<file path="config.mk">
export PLATFORM = sky130hd
export DESIGN_NAME = pwm_fade_ctrl
export DESIGN_NICKNAME = d
export VERILOG_FILES = /design/src/rtl/pwm_fade_ctrl.sv
export SDC_FILE = /design/constraint.sdc
export NUM_CORES = 1
export LEC_CHECK = 0
export ABC_AREA = 1
export BUFFER_PORTS_ARGS = -buffer_cell sky130_fd_sc_hd__buf_2
export CAP_MARGIN = 20
export CORE_UTILIZATION = 40
export CTS_BUF_LIST = sky130_fd_sc_hd__clkbuf_4
export CTS_CLUSTER_DIAMETER = 150
export CTS_CLUSTER_SIZE = 14
export DETAILED_ROUTE_END_ITERATION = 7
export PLACE_DENSITY = 0.65
export SETUP_SLACK_MARGIN = 0.3
export SYNTH_ARGS = -nofsm -noshare
export SYNTH_HDL_FRONTEND = slang
export SYNTH_SLANG_ARGS = --single-unit
</file>
<file path="constraint.sdc">
create_clock -name clk -period 4.21 [get_ports clk]
set_input_delay 0.842 -clock clk [delete_from_list [all_inputs] [get_ports clk]]
set_output_delay 0.842 -clock clk [all_outputs]
set_load 0.005 [all_outputs]
</file>
<file path="src/rtl/pwm_fade_ctrl.sv">
// PWM fade controller: SPI-written enable registers plus a duty-cycle sequencer that ramps toward TARGET.
// Optional build macro FADE_LOOP_EN adds ping-pong looping between the start duty and TARGET.
module pwm_fade_ctrl (
    input  logic       clk,
    input  logic       rst_n,
    input  logic       cfg_we,
    input  logic [2:0] cfg_addr,
    input  logic [7:0] cfg_wdata,
    output logic [7:0] en_reg_out_7_0,
    output logic [7:0] en_reg_out_15_8,
    output logic [7:0] en_reg_pwm_7_0,
    output logic [7:0] en_reg_pwm_15_8,
    output logic [7:0] pwm_duty_cycle,
    output logic       busy,
    output logic       done
);

    localparam int unsigned DW = 8;

    typedef enum logic [1:0] {ST_IDLE, ST_RAMP, ST_DONE} state_e;

    state_e          state_q, state_d;
    logic [DW-1:0]   en_out_lo_q, en_out_lo_d, en_out_hi_q, en_out_hi_d;
    logic [DW-1:0]   en_pwm_lo_q, en_pwm_lo_d, en_pwm_hi_q, en_pwm_hi_d;
    logic [DW-1:0]   target_q, target_d, step_q, step_d, interval_q, interval_d;
    logic [DW-1:0]   tick_q, tick_d, duty_q, duty_d;
    logic            busy_q, busy_d, done_q, done_d;

    logic            ctrl_wr_c, start_c, abort_c, step_c, reached_c, loop_hit_c;
    logic [DW-1:0]   step_eff_c, step_val_c;
    logic [DW:0]     sum_c, diff_c;

`ifdef FADE_LOOP_EN
    logic [DW-1:0]   origin_q, origin_d;
    logic            loop_q, loop_d;
    assign loop_hit_c = reached_c && loop_q;
`else
    assign loop_hit_c = 1'b0;
`endif

    assign ctrl_wr_c = cfg_we && (cfg_addr == 3'd7);
    assign start_c   = ctrl_wr_c && cfg_wdata[0] && !cfg_wdata[1];
    assign abort_c   = ctrl_wr_c && cfg_wdata[1];
    assign step_c    = (state_q == ST_RAMP) && (tick_q == '0);

    // One duty step toward TARGET in 9-bit arithmetic, clamped so it never overshoots or wraps
    always_comb begin
        step_eff_c = (step_q == '0) ? DW'(1) : step_q;
        sum_c      = {1'b0, duty_q} + {1'b0, step_eff_c};
        diff_c     = {1'b0, duty_q} - {1'b0, step_eff_c};
        step_val_c = target_q;
        if (duty_q < target_q) begin
            if (sum_c < {1'b0, target_q}) step_val_c = sum_c[DW-1:0];
        end else if (duty_q > target_q) begin
            if (!diff_c[DW] && (diff_c[DW-1:0] > target_q)) step_val_c = diff_c[DW-1:0];
        end
    end

    assign reached_c = step_c && (step_val_c == target_q);

    always_ff @(posedge clk or negedge rst_n) begin
        if (!rst_n) state_q <= ST_IDLE;
        else        state_q <= state_d;
    end

    // Next state; abort overrides everything, including a simultaneous start
    always_comb begin
        state_d = state_q;
        if (abort_c) begin
            state_d = ST_IDLE;
        end else begin
            case (state_q)
                ST_IDLE: if (start_c) state_d = (duty_q == target_q) ? ST_DONE : ST_RAMP;
                ST_RAMP: if (reached_c && !loop_hit_c) state_d = ST_DONE;
                ST_DONE: state_d = ST_IDLE;
                default: state_d = ST_IDLE;
            endcase
        end
    end

    always_comb begin
        en_out_lo_d = en_out_lo_q;
        en_out_hi_d = en_out_hi_q;
        en_pwm_lo_d = en_pwm_lo_q;
        en_pwm_hi_d = en_pwm_hi_q;
        target_d    = target_q;
        step_d      = step_q;
        interval_d  = interval_q;
        tick_d      = tick_q;
        duty_d      = duty_q;
        busy_d      = (state_d == ST_RAMP);
        done_d      = (state_d == ST_DONE) || (loop_hit_c && !abort_c);
`ifdef FADE_LOOP_EN
        origin_d    = origin_q;
        loop_d      = loop_q;
        if (abort_c) loop_d = 1'b0;
        else if ((state_q == ST_IDLE) && start_c) begin
            loop_d   = cfg_wdata[2];
            origin_d = duty_q;
        end
        if (loop_hit_c && !abort_c) begin
            target_d = origin_q;
            origin_d = target_q;
        end
`endif
        if ((state_q == ST_IDLE) && (state_d == ST_RAMP)) tick_d = interval_q;
        else if ((state_q == ST_RAMP) && (state_d == ST_RAMP))
            tick_d = (tick_q == '0) ? interval_q : tick_q - DW'(1);
        if (step_c && !abort_c) duty_d = step_val_c;
        // Register writes land last so a TARGET write beats a same-cycle loop swap
        if (cfg_we) begin
            case (cfg_addr)
                3'd0:    en_out_lo_d = cfg_wdata;
                3'd1:    en_out_hi_d = cfg_wdata;
                3'd2:    en_pwm_lo_d = cfg_wdata;
                3'd3:    en_pwm_hi_d = cfg_wdata;
                3'd4:    target_d    = cfg_wdata;
                3'd5:    step_d      = cfg_wdata;
                3'd6:    interval_d  = cfg_wdata;
                default: ;
            endcase
        end
    end

    always_ff @(posedge clk or negedge rst_n) begin
        if (!rst_n) begin
            en_out_lo_q <= '0;
            en_out_hi_q <= '0;
            en_pwm_lo_q <= '0;
            en_pwm_hi_q <= '0;
            target_q    <= '0;
            step_q      <= '0;
            interval_q  <= '0;
            tick_q      <= '0;
            duty_q      <= '0;
            busy_q      <= 1'b0;
            done_q      <= 1'b0;
`ifdef FADE_LOOP_EN
            origin_q    <= '0;
            loop_q      <= 1'b0;
`endif
        end else begin
            en_out_lo_q <= en_out_lo_d;
            en_out_hi_q <= en_out_hi_d;
            en_pwm_lo_q <= en_pwm_lo_d;
            en_pwm_hi_q <= en_pwm_hi_d;
            target_q    <= target_d;
            step_q      <= step_d;
            interval_q  <= interval_d;
            tick_q      <= tick_d;
            duty_q      <= duty_d;
            busy_q      <= busy_d;
            done_q      <= done_d;
`ifdef FADE_LOOP_EN
            origin_q    <= origin_d;
            loop_q      <= loop_d;
`endif
        end
    end

    assign en_reg_out_7_0  = en_out_lo_q;
    assign en_reg_out_15_8 = en_out_hi_q;
    assign en_reg_pwm_7_0  = en_pwm_lo_q;
    assign en_reg_pwm_15_8 = en_pwm_hi_q;
    assign pwm_duty_cycle  = duty_q;
    assign busy            = busy_q;
    assign done            = done_q;

endmodule

</file>
== After elaboration in Yosys (flattened, before gate mapping) ==
Index checks and enable logic that the tools add are counted.

* Magnitude comparators: 4
* Eq/ne operators: 12
* Add/sub/neg operators: 3
* Reductions and logical operators: 25
* Muxes and demuxes: 13

{| class="wikitable"
|+ Operators by type and width
! operator !! number
|-
| 2-to-1 mux 8 bit || 8
|-
| equality test 8 bit || 2
|-
| > comparator 8 bit || 2
|-
| logical NOT 8 bit || 2
|-
| AND reduction 2 bit || 7
|-
| equality test 3 bit (second input constant) || 4
|-
| logical AND 1 bit || 10
|-
| adder 8 x 8 -> 9 bit || 1
|-
| < comparator 9 x 8 -> 1 bit || 1
|-
| subtractor 8 x 8 -> 9 bit || 1
|-
| < comparator 8 bit || 1
|-
| 2-to-1 mux 2 bit || 4
|-
| subtractor 8 x 1 -> 8 bit (second input constant) || 1
|-
| equality test 3 x 2 -> 1 bit (second input constant) || 2
|-
| equality test 2 x 1 -> 1 bit (second input constant) || 2
|-
| one-hot mux 2 bit (2 select lines) || 1
|-
| equality test 3 x 1 -> 1 bit (second input constant) || 1
|-
| logical NOT 1 bit || 3
|-
| logical NOT 3 bit || 1
|-
| equality test 2 bit (second input constant) || 1
|-
| logical NOT 2 bit || 1
|-
| nonzero test 2 bit || 1
|}

* Input port bits: 14
* Output and inout bits: 42
* Word-level logic and storage cells: 69
* Bits in registers: 76

== Depth between registers and ports, before layout ==
* Depth after elaboration: 17
* Depth in mapped cells: 31
* Mapped depth without buffers: 31

== Least setup slack after synthesis ==
No wires, ideal clock.

* Kind: reg2reg
* Start: reg step_q[1]
* End: reg tick_q[0]
* Slack: 0.422 ns
* Buffers on the path: 0
* Data required time: 4.145 ns
* Clock period less this slack: 3.788 ns
* Cell stages (with the launch flop): 31
* Setup time: 0.065 ns
* Arrival time: 3.722 ns
* Path through: dfrtp_1 nor4_1 a41o_1 ha_1 inv_1 fa_1 nand3_1 nand2_1 nand3_1 nand3_1 nand2_1 nand2_1 ha_1 nand2_1 nor2_1 nand2_1 nand2_1 inv_1 nor2_2 nand3_1 nand3_1 nand2_1 nand2_1 nand2_1 nor2_1 nand3_2 o21bai_4 nand2_4 nand2_4 nand2_1 nand2_1

* Longest elaborated chain between the ends: 16
* Elaborated cells on any way between the ends: 22
* Those cells by class: add/sub (2); order compare (2); eq/ne (2); mux (9); reduce/logical (7)

{| class="wikitable"
|+ RTL lines
! item !! RTL line !! source
|-
| from (decl) || 25 || <nowiki>logic [DW-1:0] target_q, target_d, step_q, step_d, interval_q, interval_d;</nowiki>
|-
| from (signal assigned) || 148 || <nowiki>step_q <= step_d;</nowiki>
|-
| logical NOT 8 bit || 48 || <nowiki>step_eff_c = (step_q == '0) ? DW'(1) : step_q;</nowiki>
|-
| 2-to-1 mux 8 bit (*) || 48 ||
|-
| subtractor 8 x 8 -> 9 bit || 50 || <nowiki>diff_c = {1'b0, duty_q} - {1'b0, step_eff_c};</nowiki>
|-
| > comparator 8 bit / logical NOT 1 bit (equally long branches) || 55 || <nowiki>if (!diff_c[DW] && (diff_c[DW-1:0] > target_q)) step_val_c = diff_c[DW-1:0];</nowiki>
|-
| logical AND 1 bit || 55 ||
|-
| 2-to-1 mux 8 bit || 55 ||
|-
| 2-to-1 mux 8 bit || 54 || <nowiki>end else if (duty_q > target_q) begin</nowiki>
|-
| 2-to-1 mux 8 bit (*) || 52 || <nowiki>if (duty_q < target_q) begin</nowiki>
|-
| equality test 8 bit (*) || 59 || <nowiki>assign reached_c = step_c && (step_val_c == target_q);</nowiki>
|-
| logical AND 1 bit (*) || 59 ||
|-
| 2-to-1 mux 2 bit (*) || 74 || <nowiki>ST_RAMP: if (reached_c && !loop_hit_c) state_d = ST_DONE;</nowiki>
|-
| one-hot mux 2 bit (2 select lines) (*) || 72 || <nowiki>case (state_q)</nowiki>
|-
| 2-to-1 mux 2 bit (*) || 69 || <nowiki>if (abort_c) begin</nowiki>
|-
| equality test 2 x 1 -> 1 bit (*) || 106, 107 ||
|-
| logical AND 1 bit, on equally long branches || 106, 107 ||
|-
| 2-to-1 mux 8 bit / nonzero test 2 bit (equally long branches) || - ||
|-
| to (signal assigned) || 150 || <nowiki>tick_q <= tick_d;</nowiki>
|-
| to (decl) || 26 || <nowiki>logic [DW-1:0] tick_q, tick_d, duty_q, duty_d;</nowiki>
|}

Every way passes the cells marked *; elsewhere a longest branch is shown, timed or not.
A chain may end at the register's enable or synchronous reset.

== Worst setup path in the final report ==
* Start: reg step_q[6]
* End: reg duty_q[1] (netlist: pwm_duty_cycle[1])

* Longest elaborated chain between the ends: 8
* Elaborated cells on any way between the ends: 12
* Those cells by class: add/sub (2); order compare (2); mux (5); reduce/logical (3)

{| class="wikitable"
|+ RTL lines
! item !! RTL line !! source
|-
| logical NOT 8 bit || 48 ||
|-
| 2-to-1 mux 8 bit (*) || 48 ||
|-
| subtractor 8 x 8 -> 9 bit || 50 ||
|-
| > comparator 8 bit / logical NOT 1 bit (equally long branches) || 55 ||
|-
| logical AND 1 bit || 55 ||
|-
| 2-to-1 mux 8 bit || 55 ||
|-
| 2-to-1 mux 8 bit || 54 ||
|-
| 2-to-1 mux 8 bit (*) || 52 ||
|-
| to (signal assigned) || 151 || <nowiki>duty_q <= duty_d;</nowiki>
|-
| to (decl) || 26 ||
|}

Marked as above.

==> results.json <==
{
  "run_status": "completed",
  "dp.cells": 895,
  "rsz0062_at_grt": "true",
  "cp_num_buf_inv": 10,
  "fin_crit_ps": 4190,
  "drt_wl_total_um": 13700,
  "route.detailed.drc": 0,
  "cp_top_family": "simple AND/OR/NAND/NOR gates",
  "p_int_mw": 2.63,
  "crit_slowest_cell": "dfrtp_1",
  "clkTransAtPathRegs_ps": 130,
  "power.density_nw_per_um2": 851,
  "seqPwrFrac_pct": 20.3,
  "worstHoldStart": "en_reg_out_15_8[5]",
  "synth-seq-area-share_pct": 37.3,
  "yosys_most_used_dff": "dfrtp_1",
  "slew_headroom_pct": 37.2,
  "setup_viol": 0,
  "n_fill_cell": 1211,
  "syn_avg_cell_area_um2": 7.50,
  "synth-edff-count": 0,
  "cts_hold_repair.buffers": 0,
  "ff2ff_path_depth": 31,
  "slowest_delay_ps": 410,
  "finalHoldViolCount": 0,
  "critPathMostFrequentCell": "buf_4",
  "pwr-share-clk_pct": 8.6,
  "power.switching_mw": 2.74,
  "clock.fmax_mhz": 238,
  "synth_commonest_cells": "nand2_1, inv_1, dfrtp_1",
  "multi_input_area_um2": 3190,
  "yosysMostFrequentCell": "nand2_1",
  "vias_per_cell": 5.14,
  "synth_fa_ha_area_share_pct": 11.1,
  "synth_area_um2": 5100,
  "dp_slack_ps": -19.5,
  "clockBufferDepth": 2,
  "final_nets": 824,
  "synth_largest_area_cell": "dfrtp_1",
  "startpoint": "step_q[6]",
  "numPortBuffers": 55,
  "drive_gt1_share_pct": 27.1,
  "io_pins": 56,
  "worst_pin_slew_ps": 942,
  "fp.dieH_um": 115,
  "synth_top_family_by_area": "simple AND/OR/NAND/NOR gates",
  "root_buffer": "clkbuf_4",
  "synth_area_leaders": "dfrtp_1, nand2_1, ha_1, o21ai_0, nand3_1",
  "first_pass_iters": 5,
  "htree_levels": 3,
  "drt_iter0_drc": 245,
  "reg2reg_from": "step_q[6]",
  "wire_per_inst_um": 14.6,
  "power.leakage_nw": 3.32,
  "cts_tree": "built",
  "grt.overflow.total": 0,
  "postRouteAntennaNets": 0,
  "vias": 4827,
  "fin_crit_sh_pct": 99.6,
  "total_power_mw": 5.37,
  "synth_fp_nets": 739,
  "fin_util_pct": 51.6,
  "synth_cell_type_count": 42,
  "worstPathRequired_ps": 4540,
  "fin_tns_setup_ps": 0,
  "synth_xor_area_share_pct": 2.06,
  "crit_type": "reg -> reg",
  "coreArea_um2": 12200,
  "grt_pass1_wl_um": 22200,
  "clk_latency_ps": 430,
  "cp_max_fo": 4,
  "drv_slew": 0,
  "antenna_found_initial": 1,
  "syn_inst": 681,
  "fin_skew_ps": 23.2,
  "synth_compound_area_share_pct": 10.4,
  "grt_max_degree": 77,
  "fin_ws_ps": 16.6,
  "hp-class": "reg -> reg",
  "dp_hpwl_um": 10100,
  "synthToLayoutAreaGrowth_pct": 23.5,
  "yosysWarnings": 0,
  "place.gp.congestion": 0.925,
  "grt_pass1_vias": 4532,
  "yosys.area.top_type_share_pct": 37.3,
  "cp.arrival_ps": 4520,
  "die_w_um": 115,
  "rows": 40,
  "cp.depth": 31,
  "holdPathStages": 2,
  "combPwrFrac_pct": 71.1,
  "end_kind": "register",
  "synth_mux_area_share_pct": 0.882,
  "cts-buffers-inserted": 9,
  "cts.sinks": 76,
  "yosys.area_share.simple_pct": 30.4,
  "initial_utilization_pct": 41.8,
  "irDropWorstVdd_mv": 0.262,
  "cap_violations": 0,
  "die_area_um2": 13200,
  "fin_cells": 940,
  "track_usage_pct": 21.8,
  "seq_area_um2": 1900,
  "cp-start-kind": "register",
  "synthArstFlopShare_pct": 100,
  "swShare_pct": 51.1,
  "synth_seq_cells": 76
}
## layout make-up
cell class,instances,share of cell area (%)
Multi-Input combinational cell,509,50.6
Sequential cell,76,30.2
Timing Repair Buffer,89,8.63
Inverter,81,4.86
Tap cell,168,3.33
Clock inverter,7,1.31
Clock buffer,9,1.07
Antenna cell,1,0.0397
## final timing paths
path	endpoint	slack [ps]
min in group asynchronous	interval_q[2]	550
max reg2reg	pwm_duty_cycle[1]	20
min reg2reg	en_reg_out_15_8[5]	500
min	en_reg_out_15_8[5]	500
max	pwm_duty_cycle[1]	20
max in group asynchronous	step_q[3]	3060
## power by group through the flow
stage	registers [mW]	logic [mW]	clock network, mW
2_1_floorplan	1.06	2.15	0
3_3_place_gp	1.09	2.83	0
3_5_place_dp	1.09	2.91	0
4_1_cts	1.09	3.29	0.482
5_1_grt	1.11	4.23	0.511
6_report	1.09	3.82	0.463
## layer usage
layer / up-vias / track usage, % / part of all wire [%]
li1: 2389 / - / -
met1: 2228 / 28.9 / 44
met2: 174 / 35.2 / 47
met3: 36 / 3.53 / 5.6
met4: 0 / 9.52 / 3.5
met5: - / 0 / 0
## metrics by stage
step	hold slack (ps)	instance area, um2
after global placement	461	5570
after detailed placement	463	5570
after floorplan	442	5100
after global routing	528	6310
after CTS	504	6000
final	497	6310
## layout by cell type, fill, tap and decap left out, drive strengths merged
cell type	count
and2	1
dfrtp	76
or2	3
xor2	9
a21oi	18
a21o	2
clkinv	2
mux2	4
fa	2
o21bai	2
nor3b	1
inv	83
clkinvlp	2
nand3b	5
ha	42
nand3	69
clkbuf	9
nor2	37
nor3	2
diode	1
nand2	223
xnor2	3
a41o	1
nor4	2
bufinv	1
nand4	9
o21ai	72
buf	89
o211ai	2
## sequential cells by signal (all words and copies together), names as in the netlist, 8 cells and up
register         cells
step_q               8
interval_q           8
en_reg_out_7_0       8
en_reg_pwm_7_0       8
pwm_duty_cycle       8
tick_q               8
target_q             8
en_reg_pwm_15_8      8
en_reg_out_15_8      8
## cells by family (layout without fill, tap and decap cells)
| family | Yosys count | count (layout) |
|---|---|---|
| flops | 76 | 76 |
| other cells | 0 | 1 |
| buf+inv | 100 | 186 |
| simple gates | 348 | 352 |
| compound gates | 97 | 97 |
| fa+ha+maj | 44 | 44 |
| xor+xnor | 12 | 12 |
| mux | 4 | 4 |
## worst register-to-register path, delay by kind of cell, from the launching register on
family	cells	cell delay, ps
and+or+nand+nor	17	1480
adders and majority gates	3	850
DFF	1	410
buffers and inverters	10	1120
AOI/OAI and AO/OA	1	250
## timing repair
| action | in CTS | in global routing |
|---|---|---|
| cloned | 3 | 1 |
| pin swaps | 23 | 31 |
| setup buffers | 12 | 12 |
| endpoints found under the setup margin | 12 | 13 |
| gates resized for setup | 40 | 45 |
(Power assumes the default switching activity.)
